## config.mk

```make
export PLATFORM = sky130hd
export DESIGN_NAME = sync_counter_n_flat
export DESIGN_NICKNAME = d
export VERILOG_FILES = /design/src/rtl/sync_counter_n_pkg.sv /design/src/rtl/sync_counter_n_if.sv /design/src/rtl/sync_counter_n_cnt_slice4.sv /design/src/rtl/sync_counter_n.sv /design/src/flat_wrapper.sv
export SDC_FILE = /design/constraint.sdc
export NUM_CORES = 1
export LEC_CHECK = 0
export CORE_MARGIN = 2
export CORE_UTILIZATION = 45
export DETAILED_ROUTE_END_ITERATION = 12
export GPL_TIMING_DRIVEN = 1
export PLACE_DENSITY = 0.77
export SKIP_LAST_GASP = 1
export SYNTH_ARGS = -nofsm -noshare
export SYNTH_HDL_FRONTEND = slang
export SYNTH_HIERARCHICAL = 1
export SYNTH_SLANG_ARGS = --single-unit
```

## constraint.sdc

```tcl
create_clock -name CK -period 3.3 [get_ports CK]
set_input_delay 0.33 -clock CK [delete_from_list [all_inputs] [get_ports CK]]
set_output_delay 0.33 -clock CK [all_outputs]
set_load 0.01 [all_outputs]
```

## src/rtl/sync_counter_n_pkg.sv

```systemverilog
// Shared constants for the Fujitsu AV unit-cell counter family:
// datasheet propagation delays (ns) and count-direction encodings.
`timescale 1ns/1ps
package fujitsu_av_pkg;

    localparam real T_C43_CK_Q  = 8.37;
    localparam real T_C43_CL_Q  = 5.54;
    localparam real T_C43_CI_CO = 4.07;

    localparam logic DIR_UP = 1'b1;
    localparam logic DIR_DN = 1'b0;

endpackage

```

## src/rtl/sync_counter_n_if.sv

```systemverilog
// Control/data bundle for sync_counter_n. The master drives load, data,
// carry-in, enable and direction; the counter (slave) returns Q, CO and TC.
`timescale 1ns/1ps
interface sync_counter_n_if #(
    parameter int WIDTH = 8
);
    logic             Ln;
    logic [WIDTH-1:0] D;
    logic             CI;
    logic             EN;
    logic             DIR;
    logic [WIDTH-1:0] Q;
    logic             CO;
    logic             TC;

    modport master (output Ln, D, CI, EN, DIR, input Q, CO, TC);
    modport slave  (input Ln, D, CI, EN, DIR, output Q, CO, TC);
endinterface

```

## src/rtl/sync_counter_n_cnt_slice4.sv

```systemverilog
// 4-bit up/down counter slice (C43-style cell): synchronous clear, active-low
// load, count on CI&EN. CO flags the slice terminal value qualified by CI only,
// so slices chain CO->CI into a ripple carry.
`timescale 1ns/1ps
module cnt_slice4
    import fujitsu_av_pkg::*;
(
    input  logic       ck,
    input  logic       cl,
    input  logic       ld_n,
    input  logic [3:0] d,
    input  logic       ci,
    input  logic       en,
    input  logic       dir,
    output logic [3:0] q,
    output logic       co
);

    // Slice state: clear beats load, load beats count.
    always_ff @(posedge ck) begin
        if (cl)
            q <= 4'h0;
        else if (!ld_n)
            q <= d;
        else if (ci && en)
            q <= (dir == DIR_UP) ? q + 4'd1 : q - 4'd1;
    end

    assign co = ci & ((dir == DIR_UP) ? (q == 4'hF) : (q == 4'h0));

endmodule

```

## src/rtl/sync_counter_n.sv

```systemverilog
// N-bit synchronous up/down counter built from cascaded 4-bit slices.
// The top applies the modulus by forcing a load of 0 or MODULUS-1 into the
// slice chain on a wrapping count, and registers the TC wrap pulse.
// Build option: define FUJITSU_DLY_EN to put datasheet propagation delays
// on Q, TC and CO (simulation only); undefined gives zero-delay logic.
`timescale 1ns/1ps
module sync_counter_n
    import fujitsu_av_pkg::*;
#(
    parameter int              WIDTH   = 8,
    parameter longint unsigned MODULUS = 64'd1 << WIDTH,
    parameter int              UP_DOWN = 1
) (
    input  logic             CK,
    input  logic             CL,
    sync_counter_n_if.slave  bus
);

    localparam int               NS       = WIDTH / 4;
    localparam logic [WIDTH-1:0] MAX_Q    = WIDTH'(MODULUS - 64'd1);
    localparam logic [WIDTH:0]   MOD_W    = (WIDTH+1)'(MODULUS);
    localparam bit               FULL_MOD = (MODULUS == (64'd1 << WIDTH));

    logic [WIDTH-1:0] q_int;
    logic [WIDTH-1:0] slice_d;
    logic [WIDTH-1:0] force_val;
    logic [NS:0]      carry;
    logic             dir_eff;
    logic             count;
    logic             at_max;
    logic             at_zero;
    logic             over_mod;
    logic             force_ld;
    logic             wrap;
    logic             slice_ld_n;
    logic             tc_int;
    logic             co_int;

    // An up-only build ignores DIR entirely.
    assign dir_eff  = bus.DIR | (UP_DOWN == 0);
    assign count    = bus.CI & bus.EN;
    assign at_max   = (q_int >= MAX_Q);
    assign at_zero  = (q_int == '0);
    assign over_mod = ({1'b0, q_int} >= MOD_W);

    // Decide whether a count must be replaced by a modulus reload.
    always_comb begin
        force_ld  = 1'b0;
        force_val = '0;
        wrap      = 1'b0;
        if (dir_eff == DIR_UP) begin
            if (at_max) begin
                force_ld = 1'b1;
                wrap     = 1'b1;
            end
        end else if (at_zero) begin
            force_ld  = 1'b1;
            force_val = MAX_Q;
            wrap      = 1'b1;
        end else if (over_mod) begin
            force_ld  = 1'b1;
            force_val = MAX_Q;
        end
    end

    // A user load always wins over the modulus reload.
    assign slice_ld_n = bus.Ln & ~(count & force_ld);
    assign slice_d    = bus.Ln ? force_val : bus.D;
    assign carry[0]   = bus.CI;

    for (genvar i = 0; i < NS; i++) begin : g_slice
        cnt_slice4 u_slice (
            .ck   (CK),
            .cl   (CL),
            .ld_n (slice_ld_n),
            .d    (slice_d[4*i +: 4]),
            .ci   (carry[i]),
            .en   (bus.EN),
            .dir  (dir_eff),
            .q    (q_int[4*i +: 4]),
            .co   (carry[i+1])
        );
    end

    // TC marks the cycle that follows a wrapping count edge.
    always_ff @(posedge CK) begin
        if (CL)
            tc_int <= 1'b0;
        else if (!bus.Ln)
            tc_int <= 1'b0;
        else if (count)
            tc_int <= wrap;
        else
            tc_int <= 1'b0;
    end

    // With a full binary modulus the slice ripple carry already is the
    // terminal-count carry; otherwise compare against the modulus bounds.
    assign co_int = FULL_MOD ? carry[NS]
                             : bus.CI & ((dir_eff == DIR_UP) ? at_max : at_zero);

`ifdef FUJITSU_DLY_EN
    logic [WIDTH-1:0] q_dly;
    logic             tc_dly;
    logic             co_dly;

    // Republish the registered state after the clear or clock-to-Q delay.
    always begin
        @(posedge CK);
        if (CL)
            #(T_C43_CL_Q);
        else
            #(T_C43_CK_Q);
        q_dly  = q_int;
        tc_dly = tc_int;
    end

    assign #(T_C43_CI_CO) co_dly = co_int;

    assign bus.Q  = q_dly;
    assign bus.TC = tc_dly;
    assign bus.CO = co_dly;
`else
    assign bus.Q  = q_int;
    assign bus.TC = tc_int;
    assign bus.CO = co_int;
`endif

endmodule
```

## src/flat_wrapper.sv

```systemverilog
// flat-port wrapper written by rule: the top's interface ports become plain ports
module sync_counter_n_flat import fujitsu_av_pkg::*;
#(
    parameter int              WIDTH   = 8,
    parameter longint unsigned MODULUS = 64'd1 << WIDTH,
    parameter int              UP_DOWN = 1
)
  (CK, CL, bus_Ln, bus_D, bus_CI, bus_EN, bus_DIR, bus_Q, bus_CO, bus_TC);
  sync_counter_n_if #(.WIDTH(WIDTH)) bus_i ();
  input  logic CK;
  input  logic CL;
  input wire logic [$bits(bus_i.Ln)-1:0] bus_Ln;
  input wire logic [$bits(bus_i.D)-1:0] bus_D;
  input wire logic [$bits(bus_i.CI)-1:0] bus_CI;
  input wire logic [$bits(bus_i.EN)-1:0] bus_EN;
  input wire logic [$bits(bus_i.DIR)-1:0] bus_DIR;
  output wire logic [$bits(bus_i.Q)-1:0] bus_Q;
  output wire logic [$bits(bus_i.CO)-1:0] bus_CO;
  output wire logic [$bits(bus_i.TC)-1:0] bus_TC;
  assign bus_i.Ln = bus_Ln;
  assign bus_i.D = bus_D;
  assign bus_i.CI = bus_CI;
  assign bus_i.EN = bus_EN;
  assign bus_i.DIR = bus_DIR;
  assign bus_Q = bus_i.Q;
  assign bus_CO = bus_i.CO;
  assign bus_TC = bus_i.TC;
  sync_counter_n #(.WIDTH(WIDTH), .MODULUS(MODULUS), .UP_DOWN(UP_DOWN)) u_core (.CK(CK), .CL(CL), .bus(bus_i));
endmodule
```

==> results by group <==
Clock network
  • CTS tree: done
  • Htree depth: 1
  • Num CTS Buffers: 3
  • Post-CTS setup buffer count: 0
  • CTS hold repair buffers: 0
  • Reg clk slew, reported paths: 0.07 ns
  • CTS resizes: 0
  • Clk root buf: clkbuf_4
  • Later-pin clock latency in the skew report: 0.27 ns
  • Clk sinks: 9
  • Maximum clock path buffer count: 2

Timing
  • Fmax: 395 MHz
  • Final setup fails: 0
  • Skew final: 0.00617 ns
  • Pins Over Slew Limit: 0
  • Final Critical Period: 2.53 ns
  • Final Hold Viols: 0
  • RSZ-0062 raised after global routing: false
  • Worst hold slack: 0.634 ns
  • Fin Setup TNS: 0 ns
  • Final period utilization: 76.6%
  • Worst slew margin: 58.1%
  • Least-Margin Pin Slew: 0.629 ns

Placed design
  • Final Wtd Congestion: 0.757
  • DPL Wire Length: 1450 um
  • Port-buffer cells: 23
  • Placed inst area: 1060 sq um
  • Placed insts: 153

Floorplanning
  • Core area: 1710 sq um
  • I/O pin cnt: 24
  • Die width: 46.2 um
  • Die area: 2130 sq um
  • Die Y: 46.2 um
  • Starting density of the core: 46.9%
  • Row Count: 15

Finish
  • Multi-input gate area: 568 sq um
  • Area grow syn2layout: 35.9%
  • Number of inserted diodes: 0
  • FF+latch area: 180 sq um
  • Final core occ: 63.7%
  • Most frequent cells in the layout: clkdlybuf4s50_1 (23), inv_1 (12), nor2_1 (9), dfxtp_1 (9), o21ai_0 (8)
  • Fin area: 1090 sq um
  • Fill cells: 147
  • Post-Layout Cell Count: 157
  • Commonest non-fill, non-tap cell in the layout: clkdlybuf4s50_1
  • Layout cells sized above 1: 4.55%
  • NumNets Final: 153

Detailed routing
  • DR iter-0 viols: 25
  • DR DRC count: 0
  • Wirelength, routed: 1920 um
  • Post-route ant nets: 0
  • TritonRoute pass-1 iters: 4
  • Via Count: 841
  • Vias per inst: 5.36
  • Post-DR wirelength/cell: 12.2 um

Run status
  • Outcome: complete, no violations

Logic synthesis
  • Synth Warn #: 6
  • Post-synth top area share: 22.5%
  • Top cells by area, synth: dfxtp_1 (23%), xor2_1 (6.6%), ha_1 (6.3%), inv_1 (5.6%), fa_1 (5.0%)
  • Post-Syn Instances: 107
  • Synth Cell Area: 801 sq um
  • Syn Area/Cell: 7.48 sq um
  • Sequential fraction of the synthesis area: 22.5%
  • Synthesized Nets: 127
  • Yosys reg bits: 9
  • Netlist cell types: 29
  • Yosys top cell by area: dfxtp_1

Critical path
  • Most used cell, CP: o21a_1
  • Crit-path cells: or4_1 > nor2_1 > o21a_1 > o21a_1 > clkdlybuf4s50_1
  • Worst setup SP type: flip-flop
  • Max stage delay on crit path: 0.54 ns
  • Critical Path RT: 2.97 ns
  • CP top delay family: simple AND/OR/NAND/NOR gates
  • Critical path peak fanout: 10
  • Arrival time worst endpoint: 2.20 ns
  • Worst Setup End Kind: output pin
  • Worst Path Class, Setup: reg -> out
  • WP buf/inv: 1
  • Reg2reg setup slack: 1.29 ns
  • Highest-delay cell along the critical path: or4_1

Global routing
  • Vias in the first global route: 743
  • Largest net degree at the start of global routing: 12
  • Antenna violations before repair: 0
  • Total GRT Usage: 20.3%
  • First-pass GRT wire length: 3150 um
  • Grt total ovfl: 0

Power and ir drop
  • Power Density: 319 nW/um^2
  • P_leak: 0.442 nW
  • Worst VDD drop: 216 uV

Flow run
  • MaxCap Viol Count: 0

Min path
  • Worst min-delay path category: reg -> reg
==> per-stage QoR <==
step                worst slack (ns)  power (mW)
floorplan                       1.56       0.204
global route                   0.621       0.370
global placement               0.831       0.256
finish                         0.771       0.347
CTS                            0.740       0.351
detailed placement             0.800       0.258
==> sequential cells by signal, summed over array words and instances, names as in the netlist <==
signal                    count
u_core/bus.TC                 1
u_core/g_slice.u_slice/q      8
==> layer usage <==
metal  vias to the layer above  routed length, um  track usage (%)
met5                         -                  0                0
met4                         0                 14             10.3
met3                         2                 75             1.18
met2                        26                873             31.9
met1                       368                951             27.7
li1                        445                  -                -
==> final cells by class <==
cell class	instances	share of cell area, %
clock buffers	4	2.41
inverters	12	4.14
multi-input cells	83	52.2
flip-flops and latches	9	16.6
well taps	25	2.87
repair buffers	24	21.8
==> logic make-up (layout without fill, tap and decap cells) <==
family | count (synthesis) | count (layout) | synth area share, %
flip-flops | 9 | 9 | 22.5
AND/OR/NAND/NOR | 41 | 41 | 27.2
XOR/XNOR | 6 | 6 | 6.56
AO/OA/AOI/OAI | 30 | 30 | 25.2
buffers and inverters | 15 | 40 | 7.34
adder cells (fa/ha/maj) | 6 | 6 | 11.3
==> cells in the mapped netlist <==
cell type	count
inv_1	12
dfxtp_1	9
nor2_1	9
o21ai_0	8
a21oi_1	6
nand2_1	6
nand3_1	6
xor2_1	6
nand4_1	5
ha_1	4
a311oi_1	3
nor4_1	3
a211oi_1	2
a21o_1	2
a31oi_1	2
and3_1	2
buf_2	2
fa_1	2
nand2b_1	2
nand4b_1	2
nor2b_1	2
o211ai_1	2
o21a_1	2
o32ai_1	2
or4_1	2
a2111oi_2	1
clkbuf_1	1
nor3_1	1
or3_1	1
==> worst paths after layout <==
check | startpoint | to | cells past startpoint
worst max-delay path | u_core/g_slice[0].u_slice/q[1] | bus_CO | 5
worst min register to register | u_core/g_slice[1].u_slice/q[1] | u_core/g_slice[1].u_slice/q[1] | 2
worst max register to register | u_core/g_slice[0].u_slice/q[0] | u_core/g_slice[0].u_slice/q[3] | 5
worst min-delay path | u_core/g_slice[1].u_slice/q[1] | u_core/g_slice[1].u_slice/q[1] | 2
==> power by group <==
group,internal [mW],leakage (nW),switching (mW)
clock network,0.0468,0.0150,0.0426
registers,0.117,0.0741,0.0192
logic,0.0629,0.353,0.0584
==> worst min-delay path, cell delays in order (launching register included) <==
cell	delay, ns
dfxtp_1	0.40
nand2_1	0.10
a311oi_1	0.09
No activity file was read; power rests on OpenSTA's default activity.
